File: config.mk
export PLATFORM = sky130hd
export DESIGN_NAME = sys_ctrl
export DESIGN_NICKNAME = d
export VERILOG_FILES = /design/src/rtl/sys_ctrl.sv
export SDC_FILE = /design/constraint.sdc
export NUM_CORES = 1
export LEC_CHECK = 0
export BUFFER_PORTS_ARGS = -buffer_cell sky130_fd_sc_hd__buf_2
export CAP_MARGIN = 10
export CORE_MARGIN = 10
export CORE_UTILIZATION = 42
export DETAILED_ROUTE_END_ITERATION = 12
export PLACE_DENSITY = 0.73
export SLEW_MARGIN = 10
export SYNTH_ARGS = -nofsm -noshare
export SYNTH_HDL_FRONTEND = slang
export SYNTH_SLANG_ARGS = --single-unit
File: constraint.sdc
create_clock -name CLK -period 1.3 [get_ports CLK]
set_clock_uncertainty 0.1 [all_clocks]
set_input_delay 0.065 -clock CLK [delete_from_list [all_inputs] [get_ports CLK]]
set_output_delay 0.065 -clock CLK [all_outputs]
set_load 0.005 [all_outputs]
File: src/rtl/sys_ctrl.sv
`timescale 1ns/1ps
// sys_ctrl: turns UART byte frames into register-file read/write strobes.
// Define SYS_CTRL_TIMEOUT_EN to abandon stalled frames after TIMEOUT_CYCLES.
module sys_ctrl #(
    parameter int DATA_WIDTH     = 8,
    parameter int ADDR_WIDTH     = 4,
    parameter int TIMEOUT_CYCLES = 1024
) (
    input  logic                  CLK,
    input  logic                  RST,
    input  logic [7:0]            RX_P_DATA,
    input  logic                  RX_D_VLD,
    input  logic [DATA_WIDTH-1:0] RdData,
    input  logic                  RdData_Valid,
    input  logic                  TX_BUSY,
    output logic                  WrEn,
    output logic                  RdEn,
    output logic [ADDR_WIDTH-1:0] Address,
    output logic [DATA_WIDTH-1:0] WrData,
    output logic [7:0]            TX_P_DATA,
    output logic                  TX_D_VLD,
    output logic                  CTRL_BUSY
);

    localparam logic [7:0] CMD_WR = 8'hAA;
    localparam logic [7:0] CMD_RD = 8'hBB;

    typedef enum logic [2:0] {
        IDLE,
        WR_ADDR,
        WR_DATA,
        WR_EXEC,
        RD_ADDR,
        RD_EXEC,
        RD_WAIT,
        TX_SEND
    } state_t;

    if (DATA_WIDTH != 8) begin : g_bad_width
        $error("sys_ctrl: DATA_WIDTH must be 8");
    end
    if (TIMEOUT_CYCLES < 2) begin : g_bad_tmo
        $error("sys_ctrl: TIMEOUT_CYCLES must be at least 2");
    end

    state_t                state_q;
    logic                  wr_en_q;
    logic                  rd_en_q;
    logic [ADDR_WIDTH-1:0] addr_q;
    logic [DATA_WIDTH-1:0] wdata_q;
    logic [7:0]            tx_data_q;
    logic                  tx_vld_q;
    logic                  busy_q;

`ifdef SYS_CTRL_TIMEOUT_EN
    localparam int CW = $clog2(TIMEOUT_CYCLES + 1);
    localparam logic [CW-1:0] TMO_LAST = CW'(TIMEOUT_CYCLES - 1);

    logic [CW-1:0] tmo_q;
    logic          tmo_wait;
    logic          tmo_evt;

    assign tmo_wait = (state_q == WR_ADDR) || (state_q == WR_DATA) ||
                      (state_q == RD_ADDR) || (state_q == RD_WAIT);
    assign tmo_evt  = (state_q == RD_WAIT) ? RdData_Valid : RX_D_VLD;
`endif

    always_ff @(posedge CLK or negedge RST) begin
        if (!RST) begin
            state_q   <= IDLE;
            wr_en_q   <= 1'b0;
            rd_en_q   <= 1'b0;
            addr_q    <= '0;
            wdata_q   <= '0;
            tx_data_q <= '0;
            tx_vld_q  <= 1'b0;
            busy_q    <= 1'b0;
`ifdef SYS_CTRL_TIMEOUT_EN
            tmo_q     <= '0;
`endif
        end else begin
            wr_en_q  <= 1'b0;
            rd_en_q  <= 1'b0;
            tx_vld_q <= 1'b0;
            unique case (state_q)
                IDLE: begin
                    if (RX_D_VLD && RX_P_DATA == CMD_WR) begin
                        state_q <= WR_ADDR;
                        busy_q  <= 1'b1;
                    end else if (RX_D_VLD && RX_P_DATA == CMD_RD) begin
                        state_q <= RD_ADDR;
                        busy_q  <= 1'b1;
                    end
                end
                WR_ADDR: begin
                    if (RX_D_VLD) begin
                        addr_q  <= RX_P_DATA[ADDR_WIDTH-1:0];
                        state_q <= WR_DATA;
                    end
                end
                WR_DATA: begin
                    if (RX_D_VLD) begin
                        wdata_q <= RX_P_DATA;
                        wr_en_q <= 1'b1;
                        state_q <= WR_EXEC;
                    end
                end
                WR_EXEC: begin
                    state_q <= IDLE;
                    busy_q  <= 1'b0;
                end
                RD_ADDR: begin
                    if (RX_D_VLD) begin
                        addr_q  <= RX_P_DATA[ADDR_WIDTH-1:0];
                        rd_en_q <= 1'b1;
                        state_q <= RD_EXEC;
                    end
                end
                RD_EXEC: begin
                    state_q <= RD_WAIT;
                end
                RD_WAIT: begin
                    if (RdData_Valid) begin
                        tx_data_q <= RdData;
                        state_q   <= TX_SEND;
                    end
                end
                TX_SEND: begin
                    if (!TX_BUSY) begin
                        tx_vld_q <= 1'b1;
                        state_q  <= IDLE;
                        busy_q   <= 1'b0;
                    end
                end
                default: begin
                    state_q <= IDLE;
                    busy_q  <= 1'b0;
                end
            endcase
`ifdef SYS_CTRL_TIMEOUT_EN
            // Abandon the frame; latched Address/WrData stay as they were.
            if (tmo_wait) begin
                if (tmo_evt) begin
                    tmo_q <= '0;
                end else if (tmo_q == TMO_LAST) begin
                    tmo_q   <= '0;
                    state_q <= IDLE;
                    busy_q  <= 1'b0;
                end else begin
                    tmo_q <= tmo_q + 1'b1;
                end
            end else begin
                tmo_q <= '0;
            end
`endif
        end
    end

    assign WrEn      = wr_en_q;
    assign RdEn      = rd_en_q;
    assign Address   = addr_q;
    assign WrData    = wdata_q;
    assign TX_P_DATA = tx_data_q;
    assign TX_D_VLD  = tx_vld_q;
    assign CTRL_BUSY = busy_q;

endmodule
==> reports/summary.txt <==
Total power -> 2.912 mW
Hold path endpoint -> state_q[1]$_DFFE_PN0P_
Total track usage -> 11.95%
Num CTS Buffers -> 3
Count of input and output buffers -> 44
Global-route wire length before repair -> 5.099 mm
Leak -> 0.8915 nW
Top Ports -> 45
Starting Density -> 45.58%
Top Family by Delay on Critical Path -> flip-flops
WL per Instance -> 16.71 um
CTS tree -> built
H-tree depth -> 1
Floorplan die area -> 5264 um^2
Routed WL -> 3.058 mm
Initial antenna violation count -> 0
Cell variety after synth -> 27
Worst R2R End -> WrData[3]$_DFFE_PN0P_
Cells after Synth -> 83
Final Critical Period -> 1431 ps
R2R Setup Slk -> -130 ps
Cell Area, Placed -> 1451 um^2
Post-Syn Area per Cell -> 13.97 um^2
Row count -> 18
Critical path class -> flip-flop to flip-flop
Sequential cell area fraction in the yosys report -> 58.25%
Critical Path, Cell by Cell -> and4bb_2 -> buf_6 -> mux2_4
Post-synth EDFFs -> 0
Clk slew on worst S/H paths -> 150 ps
Post-synthesis register bit count -> 27
Area leader, netlist -> dfrtp_1
DR iter-0 viols -> 22
Hold Crit Class -> input pin to flip-flop
Antenna-violating nets left -> 0
Final setup vio count -> 23
Vias/cell -> 5.055
Post-synth top area share -> 58.25%
Most common cell in the netlist -> dfrtp_1
Placeable Area -> 2545 um^2
Most frequent cells after synthesis -> 27 x dfrtp_1, 20 x mux2_2, 6 x nand2_1
Vias -> 925
Smallest setup slack after layout -> -130.7 ps
Tcrit/Tclk final -> 110.1%
Pre-antenna DRT Iters -> 4
R2R cell count -> 3
Vias in the first global route -> 1060
Top area cells in the synthesized netlist -> dfrtp_1 58%, mux2_2 19%, buf_4 1.9%, nand2_1 1.9%, o41ai_2 1.4%
Arrival @ worst endpoint -> 1570 ps
Die X -> 72.55 um
Syn-to-layout area delta -> 50.16%
FFs w/ async S/R, synth -> 100.0%
Die height -> 72.55 um
Synth Net Count -> 104
RePlAce Congestion -> 0.7097
Slew @ Worst Pin -> 592.8 ps
CTS root buffer -> clkbuf_4
Failing checks -> negative setup slack
Max_cap viols -> 0
Post-route setup TNS -> -2107 ps
Nets -> 175
Post-DP HPWL -> 2.181 mm
Critical Path Source Type -> flip-flop
Worst setup startpoint -> state_q[0]$_DFFE_PN0P_
DRC -> 0
Slowest stage delay, CP -> 450 ps
Worst Path Required -> 1440 ps
Worst-Skew Late Latency -> 330 ps
Primary FF master, synth -> dfrtp_1
Max VDD drop -> 1.156 mV
Synthesized area -> 1160 um^2
Max_slew headroom -> 60.48%
CTS Buffer Depth -> 2
Number of inserted diodes -> 0
Cell area after layout -> 1742 um^2
RSZ-0062 raised after global routing -> true
CTS sink cnt -> 27
Overflow after GRT -> 0
Slowest CP cell -> dfrtp_1
Worst hold stages -> 3
FF-to-FF Start -> state_q[0]$_DFFE_PN0P_
Worst Hold Launch -> RX_D_VLD
Largest net degree at the start of global routing -> 28
Yosys Warn Count -> 0
Layout cells sized above 1 -> 55.56%
Slew Viols, Final -> 0
Power per cell area -> 1672 nW/um^2
Final Hold Fails -> 0
Outcome -> finished, violations left
FMAX -> 699.0 MHz
Worst Path Buf+Inv -> 1
CP max FO -> 6
CP endpoint kind -> flip-flop
[metal layers]
| metal | share of wire, % | up-vias | track usage [%] |
|---|---|---|---|
| met3 | 12 | 6 | 6.939 |
| met2 | 44 | 41 | 18.11 |
| met4 | 1.4 | 0 | 4.641 |
| met5 | 0 | - | 0 |
| li1 | - | 442 | - |
| met1 | 42 | 436 | 13.52 |
[layout by cell type (no fill, tap or decap), types with 2 or more instances in the layout]
| cell | instances |
|---|---|
| buf_6 | 4 |
| clkbuf_4 | 3 |
| mux2_4 | 8 |
| buf_2 | 44 |
| dfrtp_1 | 27 |
| nand3b_1 | 2 |
| dlygate4sd3_1 | 19 |
| nand2_1 | 6 |
| mux2_2 | 12 |
| buf_4 | 4 |
| nor2_1 | 2 |
[logic make-up after synthesis]
family,after synthesis,share of synthesized area (%)
flip-flops,27,58.25
AND/OR/NAND/NOR,21,11.65
AO/OA/AOI/OAI,8,5.719
multiplexers,21,20.28
XOR/XNOR,1,0.7553
buffers and inverters,5,3.344
[worst max path at each step]
stage / slack [ps] / endpoint / cells past startpoint
after floorplan: -50 / Address[0]$_DFFE_PN0P_ / 4
after global placement: -100 / WrData[3]$_DFFE_PN0P_ / 3
after detailed placement: -130 / WrData[5]$_DFFE_PN0P_ / 3
after CTS: -130 / WrData[3]$_DFFE_PN0P_ / 3
after global routing: -170 / Address[0]$_DFFE_PN0P_ / 3
final: -130 / WrData[3]$_DFFE_PN0P_ / 3
[stage by stage]
step	worst slack, ps	utilization [%]	instances	hold slack, ps
after floorplan	-52.65	-	83	-330.6
after global placement	-103.7	57.03	158	3.122
after detailed placement	-134.4	57.03	158	7.969
after CTS	-127.3	67.06	182	6.251
after global routing	-167.3	68.44	183	49.51
final	-130.7	68.44	183	29.36
[layout make-up]
cell class,count,area [um^2]
Sequential cell,27,675.6
Clock buffer,3,22.52
Clock inverter,1,7.507
Multi-Input combinational cell,51,513.0
Timing Repair Buffer,71,485.5
Fill cell,176,803.3
Tap cell,30,37.54
[registers in the layout, indices dropped and copies added (netlist names)]
| signal | cells |
|---|---|
| WrData | 8 |
| WrEn | 1 |
| RdEn | 1 |
| TX_P_DATA | 8 |
| Address | 4 |
| state_q | 3 |
| CTRL_BUSY | 1 |
| TX_D_VLD | 1 |
[worst register-to-register path: cells and delay by family, from the launching register on]
kind	cells	cell delay (ps)
DFF	1	450
muxes	1	300
and+or+nand+nor	1	350
buffers and inverters	1	140
[repair_timing]
action,4_1_cts,5_1_grt
hold endpoints to repair,52,0
setup buffers,1,1
setup endpoints to repair,23,23
hold buffers,19,0
gates resized for setup,6,5
pin swaps,3,2
[power by group]
group	leakage, nW	switching (mW)	total, mW	internal [mW]
Clock	0.0139	0.266	0.384	0.118
Sequential	0.346	0.155	1.26	1.11
Combinational	0.532	0.495	1.26	0.769
Total	0.892	0.916	2.91	2.00
No activity file was read; power rests on OpenSTA's default activity.
